[config.mk]
export PLATFORM = sky130hd
export DESIGN_NAME = reg_scoreboard
export DESIGN_NICKNAME = d
export VERILOG_FILES = /design/src/rtl/reg_scoreboard.sv
export SDC_FILE = /design/constraint.sdc
export NUM_CORES = 1
export LEC_CHECK = 0
export ABC_AREA = 1
export BUFFER_PORTS_ARGS = -buffer_cell sky130_fd_sc_hd__buf_2
export CORE_MARGIN = 5
export CORE_UTILIZATION = 33
export CTS_CLUSTER_SIZE = 25
export DETAILED_ROUTE_END_ITERATION = 7
export PLACE_DENSITY = 0.56
export SETUP_SLACK_MARGIN = 0.5
export SLEW_MARGIN = 20
export SYNTH_ARGS = -nofsm -noshare
export SYNTH_HDL_FRONTEND = slang
export SYNTH_SLANG_ARGS = --single-unit
[constraint.sdc]
create_clock -name clk_i -period 8.1 [get_ports clk_i]
set_clock_uncertainty 0.15 [all_clocks]
set_input_delay 1.215 -clock clk_i [delete_from_list [all_inputs] [get_ports clk_i]]
set_output_delay 1.215 -clock clk_i [all_outputs]
set_load 0.03 [all_outputs]
[src/rtl/reg_scoreboard.sv]
// rtl/reg_scoreboard.sv - register scoreboard tracking outstanding writes for in-order issue
module reg_scoreboard #(
  parameter int MAX_PENDING = 8
) (
  input  logic        clk_i,
  input  logic        rstn_i,
  input  logic        issue_valid_i,
  input  logic [4:0]  issue_rs1_idx_i,
  input  logic        issue_rs1_use_i,
  input  logic [4:0]  issue_rs2_idx_i,
  input  logic        issue_rs2_use_i,
  input  logic [4:0]  issue_rd_idx_i,
  input  logic        issue_rd_we_i,
  output logic        issue_ready_o,
  output logic        stall_o,
  input  logic        wb_valid_i,
  input  logic [4:0]  wb_idx_i,
  input  logic        flush_i,
  output logic [31:0] busy_o,
  output logic [4:0]  pending_o,
  output logic        wb_err_o,
  output logic [15:0] stall_cycles_o
);

  logic [31:0] busy_q, busy_d;
  logic [4:0]  pending_q, pending_d;
  logic        wb_err_q, wb_err_d;
  logic [15:0] stall_cycles_q, stall_cycles_d;

  logic wb_hit;
  logic raw1, raw2, waw, full;
  logic rd_writes;
  logic accept;
  logic set_en;

  // Hazard detection with writeback bypass: a register released this cycle no longer blocks issue
  always_comb begin
    // busy_q[0] is always 0, so a writeback to x0 never counts as a release
    wb_hit    = wb_valid_i & busy_q[wb_idx_i];
    rd_writes = issue_rd_we_i & (issue_rd_idx_i != 5'd0);

    raw1 = issue_rs1_use_i & (issue_rs1_idx_i != 5'd0) & busy_q[issue_rs1_idx_i]
           & ~(wb_hit & (wb_idx_i == issue_rs1_idx_i));
    raw2 = issue_rs2_use_i & (issue_rs2_idx_i != 5'd0) & busy_q[issue_rs2_idx_i]
           & ~(wb_hit & (wb_idx_i == issue_rs2_idx_i));
    waw  = rd_writes & busy_q[issue_rd_idx_i]
           & ~(wb_hit & (wb_idx_i == issue_rd_idx_i));
    full = (pending_q == 5'(MAX_PENDING)) & ~wb_hit & rd_writes;

    issue_ready_o = ~flush_i & ~raw1 & ~raw2 & ~waw & ~full;
    stall_o       = issue_valid_i & ~issue_ready_o;
    accept        = issue_valid_i & issue_ready_o;
    set_en        = accept & rd_writes;
  end

  // Next-state: release clears, accept sets (set wins on same index), flush empties everything
  always_comb begin
    busy_d         = busy_q;
    pending_d      = pending_q;
    wb_err_d       = wb_err_q;
    stall_cycles_d = stall_cycles_q;

    if (flush_i) begin
      busy_d    = 32'd0;
      pending_d = 5'd0;
    end else begin
      if (wb_hit) begin
        busy_d[wb_idx_i] = 1'b0;
      end
      if (set_en) begin
        busy_d[issue_rd_idx_i] = 1'b1;
      end
      busy_d[0]  = 1'b0;
      pending_d  = pending_q + 5'(set_en) - 5'(wb_hit);
      if (wb_valid_i && !wb_hit) begin
        wb_err_d = 1'b1;
      end
      if (stall_o && (stall_cycles_q != 16'hFFFF)) begin
        stall_cycles_d = stall_cycles_q + 16'd1;
      end
    end
  end

  // State registers, cleared asynchronously on reset
  always_ff @(posedge clk_i or posedge rstn_i) begin
    if (rstn_i) begin
      busy_q         <= 32'd0;
      pending_q      <= 5'd0;
      wb_err_q       <= 1'b0;
      stall_cycles_q <= 16'd0;
    end else begin
      busy_q         <= busy_d;
      pending_q      <= pending_d;
      wb_err_q       <= wb_err_d;
      stall_cycles_q <= stall_cycles_d;
    end
  end

  assign busy_o         = busy_q;
  assign pending_o      = pending_q;
  assign wb_err_o       = wb_err_q;
  assign stall_cycles_o = stall_cycles_q;

endmodule

**Word-level counts from Yosys, hierarchy flattened**

Index checks and enable logic that the tools add are counted.

- Register bits: 54
- Bits of input ports: 28
- Output and inout port bits: 56

- Add/sub/neg operators: 3
- Order comparisons: 6
- Eq/ne operators: 5
- Muxes and demuxes: 17
- Bitwise operators: 35
- Reductions and logical operators: 10

Operators with widths:

| cell | count |
|---|---|
| 32-bit two-way mux | 4 |
| 32-bit bitwise AND | 1 |
| 32-bit NOT | 1 |
| 32-bit bitwise OR | 1 |
| 5-bit by 6-bit less-than comparator with 1-bit output (second input constant) | 4 |
| 1-bit bitwise AND | 22 |
| 1-bit binary-select mux with 5-bit select | 4 |
| 16-bit by 1-bit adder with 16-bit output (second input constant) | 1 |
| 16-bit inequality test (second input constant) | 1 |
| 5-bit equality test | 3 |
| 5-bit nonzero test | 3 |
| 1-bit demux with 5-bit select | 2 |
| 5-bit by 1-bit greater-or-equal comparator with 1-bit output (second input constant) | 2 |
| 1-bit NOT | 10 |
| 1-bit two-way mux | 6 |
| 5-bit by 1-bit adder with 5-bit output | 1 |
| 5-bit by 4-bit equality test with 1-bit output (second input constant) | 1 |
| 5-bit two-way mux | 1 |
| 5-bit by 1-bit subtractor with 5-bit output | 1 |
| 1-bit logical AND | 4 |
| 2-bit AND reduction | 2 |
| 1-bit zero test | 1 |

**Longest topological paths before layout**

Gate-level depths: netlist of the first run.

- Depth after elaboration: 16
- Depth in mapped cells: 27

**Least setup slack after synthesis of the first run**

OpenSTA, ideal clock, no wires.

- Path kind: in2reg
- From: in wb_idx_i[3]
- To: reg pending_q[4] (netlist: pending_o[4])
- Setup time: 0.128 ns
- Arrival: 3.844 ns
- Data required time: 7.822 ns
- Slack: 3.979 ns
- Stages on the path: 24
- Buffers on the path: 2
- Cell sequence: buf_4 -> inv_2 -> nor3_1 -> nand2_1 -> nand2_1 -> nor2_2 -> nand2_4 -> nand2_2 -> nand2_2 -> nand2_2 -> nor2_4 -> nand3_4 -> buf_6 -> ha_1 -> inv_1 -> ha_1 -> inv_1 -> fa_1 -> inv_1 -> a21oi_1 -> nor2_1 -> nor2_1 -> xor2_1 -> nor2_1

- Word-level cells in the longest chain between the ends: 16
- Elaborated cells on any way between the ends: 31

Ends and longest elaborated chain:

| element | RTL line | text |
|---|---|---|
| from (decl) | 17 | `input logic [4:0] wb_idx_i,` |
| 1-bit binary-select mux with 5-bit select | 39 | `wb_hit = wb_valid_i & busy_q[wb_idx_i];` |
| 1-bit two-way mux (implied by the code) | 39 |  |
| 1-bit bitwise AND | 39 |  |
| 1-bit bitwise AND | 43 | `& ~(wb_hit & (wb_idx_i == issue_rs1_idx_i));` |
| 1-bit NOT | 43 |  |
| 1-bit bitwise AND | 43 |  |
| 1-bit NOT | 50 | `issue_ready_o = ~flush_i & ~raw1 & ~raw2 & ~waw & ~full;` |
| 1-bit bitwise AND (4 in series) | 50 |  |
| 1-bit bitwise AND | 52 | `accept = issue_valid_i & issue_ready_o;` |
| 1-bit bitwise AND | 53 | `set_en = accept & rd_writes;` |
| 5-bit by 1-bit adder with 5-bit output | 74 | `pending_d = pending_q + 5'(set_en) - 5'(wb_hit);` |
| 5-bit by 1-bit subtractor with 5-bit output (*) | 74 |  |
| 5-bit two-way mux (*) | 63 | `if (flush_i) begin` |
| via pending_d[4] | 26 | `logic [4:0] pending_q, pending_d;` |
| to (signal assigned) | 93 | `pending_q <= pending_d;` |
| to (decl) | 26 |  |

Mark *: on every way through the listed nets, which the timed path passes. The rest lies on a longest branch. The select of a mux whose other input is x is not followed.
A chain may end at the register's enable or synchronous reset.

**Final worst setup path of the first run**

- From: in wb_idx_i[0]
- To: out stall_o

- Word-level cells in the longest chain between the ends: 13
- Elaborated cells on any way between the ends: 28

Ends and longest elaborated chain:

| element | RTL line | text |
|---|---|---|
| 1-bit binary-select mux with 5-bit select | 39 |  |
| 1-bit two-way mux (implied by the code) | 39 |  |
| 1-bit bitwise AND | 39 |  |
| 1-bit bitwise AND | 43 |  |
| 1-bit NOT | 43 |  |
| 1-bit bitwise AND | 43 |  |
| 1-bit NOT | 50 |  |
| 1-bit bitwise AND (3 in series) | 50 |  |
| 1-bit bitwise AND (*) | 50 |  |
| 1-bit NOT (*) | 51 | `stall_o = issue_valid_i & ~issue_ready_o;` |
| 1-bit bitwise AND (*) | 51 |  |
| to (decl) | 15 | `output logic stall_o,` |

Every way passes the cells marked *; elsewhere a longest branch is shown, timed or not. The select of a mux whose other input is x is not followed.

==> flow_summary.json, run 1 <==
{
  "outcome": "completed",
  "cts-buffers-inserted": 5,
  "rows": 46,
  "worstHoldPathCells": 2,
  "arrival_ps": 4350,
  "maxCapViolCount": 0,
  "ios": 84,
  "slowest_stage": "nor2_4",
  "core_area_um2": 15900,
  "critPathLaunch": "wb_idx_i[0]",
  "power_switching_share_pct": 40.9,
  "cp-end-kind": "primary output",
  "htree_levels": 2,
  "startpoint_type": "input port",
  "first_pass_iters": 6,
  "setup_viol": 0,
  "powerDensity_nw_per_um2": 148,
  "cell_internal_pwr_mw": 0.523,
  "dieArea_um2": 18800,
  "setup_ws_ps": 2380,
  "antenna_cells": 0,
  "slowest_delay_ps": 590,
  "drc": 0,
  "synthesis.area_um2": 5330,
  "crit_chain": "buf_2 -> inv_2 -> nor2_2 -> nand2_1 -> nand3_1 -> nand2_1 -> nand2_1 -> nor2_2 -> nand2_4 -> nand2_2 -> nand2_2 -> nand3_2 -> nor2_4 -> nor2_4 -> buf_2",
  "p_sw_mw": 0.362,
  "rsz0062_at_grt": "no",
  "place_hpwl_um": 14200,
  "final.period_utilization_pct": 70.6,
  "ys_ff_latch": 53,
  "finish.utilization_pct": 37.5,
  "cts_setup_buffers": 0,
  "cts_resized": 0,
  "die_w_um": 137,
  "synth.avg_cell_area_um2": 5.67,
  "syn_inst": 940,
  "globalRouteOverflowTotal": 0,
  "r2r-start": "busy_o[16]$_DFF_PP0_",
  "post_dp_cell_area_um2": 5800,
  "dp_cells": 1199,
  "slew_violations": 0,
  "initial_core_util_pct": 33.5,
  "die_y_um": 137,
  "antenna_found_initial": 0,
  "path_common_cell": "nand2_1",
  "grt_max_degree": 54,
  "synth_fp_nets": 976,
  "worstHoldPathType": "flop to flop",
  "cts_buffer_depth": 2,
  "fin_setup_tns_ps": 0,
  "yosysWarningCount": 0,
  "drive_gt1_share_pct": 12.1,
  "power_mw": 0.885,
  "min_to": "stall_cycles_o[15]$_DFFE_PP0P_",
  "portBuffers": 82,
  "grt_pass1_wl_um": 30500,
  "grt_pass1_vias": 5521,
  "syn_to_final_growth_pct": 11.9,
  "wl_per_cell_um": 16.1,
  "timing.fmax_mhz": 175,
  "grt.total_usage_pct": 20.9,
  "whs_ps": 403,
  "synth.distinct_cells": 35,
  "place_ws_ps": 2410,
  "ctsHoldBuffers": 0,
  "critPathMaxFanout": 33,
  "clock_latency_ps": 300,
  "reg2reg_depth": 24,
  "max_slew_margin_pct": 49.9,
  "fin_cells": 1207,
  "final_area_um2": 5960,
  "tritoncts": "done",
  "tightest_slew_ps": 749,
  "timing.rr.end": "pending_o[4]$_DFF_PP0_",
  "path_buf_inv": 3,
  "fin_nets": 1026,
  "ir_drop_mv": 0.112,
  "cts_root_buf": "clkbuf_16",
  "dr.first_iter.drc_count": 486,
  "postRouteAntennaNets": 0,
  "power.share.clock_pct": 28.3,
  "path_delay_family": "simple AND/OR/NAND/NOR gates",
  "hold_start": "stall_cycles_o[15]$_DFFE_PP0P_",
  "clk_pin_slew_ps": 70,
  "worstSetupPathType": "input port to primary output",
  "cp.required_ps": 6730,
  "r2r_slack_ps": 3970,
  "vias_per_cell": 4.87,
  "finalWirelength_um": 19400,
  "combPwrFrac_pct": 34.5,
  "clock_sinks": 53,
  "via_count": 5877,
  "seqPwrFrac_pct": 37.2,
  "synth-seq-area-share_pct": 24.9,
  "place_congestion": 0.936,
  "final-hold-violation-count": 0,
  "p_leak_nw": 3.37,
  "fin_crit_ps": 5720
}
[logic make-up after synthesis]
logic type,synth area share [%]
flops,24.9
xor+xnor,4.77
fa+ha+maj,2.02
buf+inv,12.0
compound gates,6.39
simple gates,49.9
other cells,0.0704
[cells in the final DEF, fill, tap and decap left out, drive strengths merged]
cell type / instances
nand2: 368
nor2: 137
inv: 105
nand3: 101
buf: 84
dfrtp: 53
o21ai: 44
nor3: 24
xnor2: 15
xor2: 14
a21oi: 9
o211ai: 7
ha: 7
clkbuf: 6
clkinv: 4
nor4: 3
or2: 2
nand4: 2
a21boi: 1
a211oi: 1
o21bai: 1
fa: 1
conb: 1
bufinv: 1
[worst max path at each step]
stage | to | slack (ps) | cells past startpoint
3_3_place_gp | stall_o | 2540 | 15
6_report | stall_o | 2380 | 15
3_5_place_dp | stall_o | 2410 | 15
4_1_cts | stall_o | 2400 | 15
2_1_floorplan | pending_o[4]$_DFF_PP0_ | 3980 | 24
5_1_grt | stall_o | 2100 | 15
[routing by layer]
layer  track usage (%)  routed length [um]  up-vias
li1                  -                   -     3009
met1              28.1                8650     2619
met2              33.1                8590      200
met3              3.71                1370       49
met4              8.92                 787        0
met5                 0                   0        -
[synth_stat cells, drive strengths merged]
cell type / n / area share [%]
a211oi: 1 / 0.14
a21boi: 1 / 0.14
a21oi: 9 / 0.85
buf: 27 / 3.3
clkbuf: 14 / 1.0
clkinv: 3 / 0.21
conb: 1 / 0.070
dfrtp: 53 / 25
fa: 1 / 0.38
ha: 7 / 1.6
inv: 105 / 7.4
nand2: 368 / 26
nand3: 101 / 9.9
nand4: 2 / 0.23
nor2: 137 / 10
nor3: 24 / 2.7
nor4: 3 / 0.35
o211ai: 7 / 0.99
o21ai: 44 / 4.1
o21bai: 1 / 0.14
or2: 2 / 0.23
xnor2: 15 / 2.5
xor2: 14 / 2.3
[flip-flops by register name, summed over array words and instances, names as in the netlist]
| signal | count |
|---|---|
| pending_o | 5 |
| wb_err_o | 1 |
| stall_cycles_o | 16 |
| busy_o | 31 |
[final cells by class]
type                    count  area [um^2]
flip-flops and latches     53         1330
multi-input cells         738         3370
repair buffers             84          425
fillers                  1806         9920
well taps                 216          270
clock inverters             2         38.8
clock buffers               6          129
inverters                 108          405
[power by group through the flow]
stage | registers, mW | clock network, mW | logic, mW
floorplan | 0.359 | 0 | 0.190
global placement | 0.334 | 0 | 0.303
detailed placement | 0.333 | 0 | 0.306
CTS | 0.328 | 0.259 | 0.307
global route | 0.332 | 0.268 | 0.346
finish | 0.329 | 0.250 | 0.306
[worst register-to-register path: stages, from the launching register on]
cell     delay (ps)
dfrtp_1         590
inv_1           140
o21ai_1         140
nand2_1          60
nand2_1          70
nand2_1          50
nand2_1         100
nor2_2           50
nand2_4          70
nand2_2         360
nand2_2         220
nand2_2          80
nor2_4          140
nand3_4         320
ha_1            410
inv_1            60
ha_1            120
inv_1            50
fa_1            350
inv_1            90
a21oi_1          60
nor2_1           90
nor2_1           60
xor2_1          120
nor2_1           50
Note: power is estimated with default switching activity, not from simulation.
==> run 2: changes to the inputs <==
--- a/config.mk
+++ b/config.mk
@@ -11,7 +11,7 @@
 export CORE_UTILIZATION = 33
 export CTS_CLUSTER_SIZE = 25
 export DETAILED_ROUTE_END_ITERATION = 7
-export PLACE_DENSITY = 0.56
+export PLACE_DENSITY = 0.58
 export SETUP_SLACK_MARGIN = 0.5
 export SLEW_MARGIN = 20
 export SYNTH_ARGS = -nofsm -noshare
==> constraint.sdc (replaced) <==
create_clock -name clk_i -period 4.85 [get_ports clk_i]
set_clock_uncertainty 0.15 [all_clocks]
set_input_delay 0.7275 -clock clk_i [delete_from_list [all_inputs] [get_ports clk_i]]
set_output_delay 0.7275 -clock clk_i [all_outputs]
set_load 0.03 [all_outputs]
==> flow_summary.json, run 2 (synthesis results as in run 1) <==
{
  "outcome": "completed",
  "critPathLaunch": "issue_rd_idx_i[0]",
  "critPathMaxFanout": 21,
  "whs_ps": 244,
  "tightest_slew_ps": 804,
  "timing.rr.end": "pending_o[4]$_DFF_PP0_",
  "maxCapViolCount": 0,
  "use_met3_pct": 3.86,
  "clock_latency_ps": 310,
  "cts_resized": 0,
  "setup_viol": 0,
  "cp-end-kind": "primary output",
  "first_pass_iters": 5,
  "mostFrequentLayoutCells": "nand2_1, nor2_1, inv_1, nand3_1, buf_2",
  "fin_setup_tns_ps": 0,
  "grt_pass1_vias": 5466,
  "timing.fmax_mhz": 241,
  "reg2reg_depth": 22,
  "portBuffers": 82,
  "clock_sinks": 53,
  "startpoint_type": "input port",
  "place_congestion": 0.930,
  "slew_violations": 0,
  "core_area_um2": 15900,
  "combPwrFrac_pct": 35.7,
  "dieArea_um2": 18800,
  "die_w_um": 137,
  "ios": 84,
  "ctsHoldBuffers": 0,
  "fin_crit_ps": 4160,
  "arrival_ps": 3280,
  "power.share.clock_pct": 26.6,
  "cp.required_ps": 3970,
  "p_sw_mw": 0.619,
  "dr.first_iter.drc_count": 455,
  "cts_buffer_depth": 2,
  "via_count": 5965,
  "r2r-start": "busy_o[16]$_DFF_PP0_",
  "drc": 0,
  "syn_to_final_growth_pct": 12.4,
  "fin_nets": 1032,
  "final-hold-violation-count": 0,
  "rows": 46,
  "tritoncts": "done",
  "antenna_cells": 0,
  "die_y_um": 137,
  "largest_reg_flops": 31,
  "fin_cells": 1213,
  "use_met2_pct": 32.8,
  "cts-buffers-inserted": 5,
  "layout_commonest_cell": "nand2_1",
  "power_switching_share_pct": 42.8,
  "dp_cells": 1205,
  "rsz0062_at_grt": "no",
  "worstHoldPathType": "input port to asynchronous set/reset pin",
  "grt.total_usage_pct": 20.5,
  "final_area_um2": 5990,
  "clk_pin_slew_ps": 80,
  "final.period_utilization_pct": 85.7,
  "ir_drop_mv": 0.191,
  "cts_root_buf": "clkbuf_16",
  "setup.worst_path.end": "stall_o",
  "place_hpwl_um": 13800,
  "post_dp_cell_area_um2": 5840,
  "use_met1_pct": 28.0,
  "antenna_found_initial": 0,
  "place_ws_ps": 539,
  "max_slew_margin_pct": 46.2,
  "vias_per_cell": 4.92,
  "grt_pass1_wl_um": 30200,
  "busiest_layer": "met2",
  "postRouteAntennaNets": 0,
  "htree_levels": 2,
  "wl_per_cell_um": 15.8,
  "p_leak_nw": 3.38,
  "seqPwrFrac_pct": 37.8,
  "globalRouteOverflowTotal": 0,
  "powerDensity_nw_per_um2": 241,
  "grt_max_degree": 37,
  "setup_ws_ps": 693,
  "worstSetupPathType": "input port to primary output",
  "initial_core_util_pct": 33.5,
  "finalWirelength_um": 19200,
  "drive_gt1_share_pct": 12.7,
  "cts_setup_buffers": 0,
  "r2r_slack_ps": 1510,
  "cell_internal_pwr_mw": 0.828
}
-- run 2: worst min-delay path by stage --
stage	startpoint	slack (ps)	depth (start not counted)	endpoint
global placement	wb_err_o$_DFFE_PP0P_	320	1	wb_err_o$_DFFE_PP0P_
finish	rstn_i	240	2	busy_o[20]$_DFF_PP0_
CTS	rstn_i	250	2	busy_o[20]$_DFF_PP0_
detailed placement	wb_err_o$_DFFE_PP0P_	310	1	wb_err_o$_DFFE_PP0P_
floorplan	wb_err_o$_DFFE_PP0P_	520	1	wb_err_o$_DFFE_PP0P_
global route	rstn_i	270	2	busy_o[16]$_DFF_PP0_
-- run 2: metal layers --
layer  vias to the layer above  routed length [um]
met4                         0                 428
met2                       224                8610
met3                        28                1510
li1                       3010                   -
met5                         -                   0
met1                      2703                8620
-- run 2: area by class of cell --
cell class | count | area [um^2]
tap | 216 | 270
multi-input combinational | 738 | 3370
fill | 1810 | 9890
inverter | 108 | 405
clock inverter | 3 | 26.3
clock buffer | 5 | 125
timing repair buffer | 90 | 470
sequential | 53 | 1330
-- run 2: critical path, stage by stage --
cell and delay (ps):
buf_2 350, inv_2 230, nand2_1 390, o21ai_0 330, nor3_1 320, nand2_2 110
nand3_2 110, nor2_4 90, nor2_4 330, buf_2 280
-- run 2: power by group through the flow --
stage / clock network (mW) / logic [mW] / registers (mW)
global placement: 0 / 0.513 / 0.556
CTS: 0.396 / 0.518 / 0.546
finish: 0.385 / 0.516 / 0.546
floorplan: 0 / 0.318 / 0.600
global route: 0.411 / 0.577 / 0.553
detailed placement: 0 / 0.516 / 0.554
-- run 2: metrics by stage --
| step | power, mW | util [%] |
|---|---|---|
| 6_report | 1.45 | 37.7 |
| 5_1_grt | 1.54 | 37.7 |
| 4_1_cts | 1.46 | 37.7 |
| 3_5_place_dp | 1.07 | 36.8 |
| 3_3_place_gp | 1.07 | 36.8 |
| 2_1_floorplan | 0.918 | - |
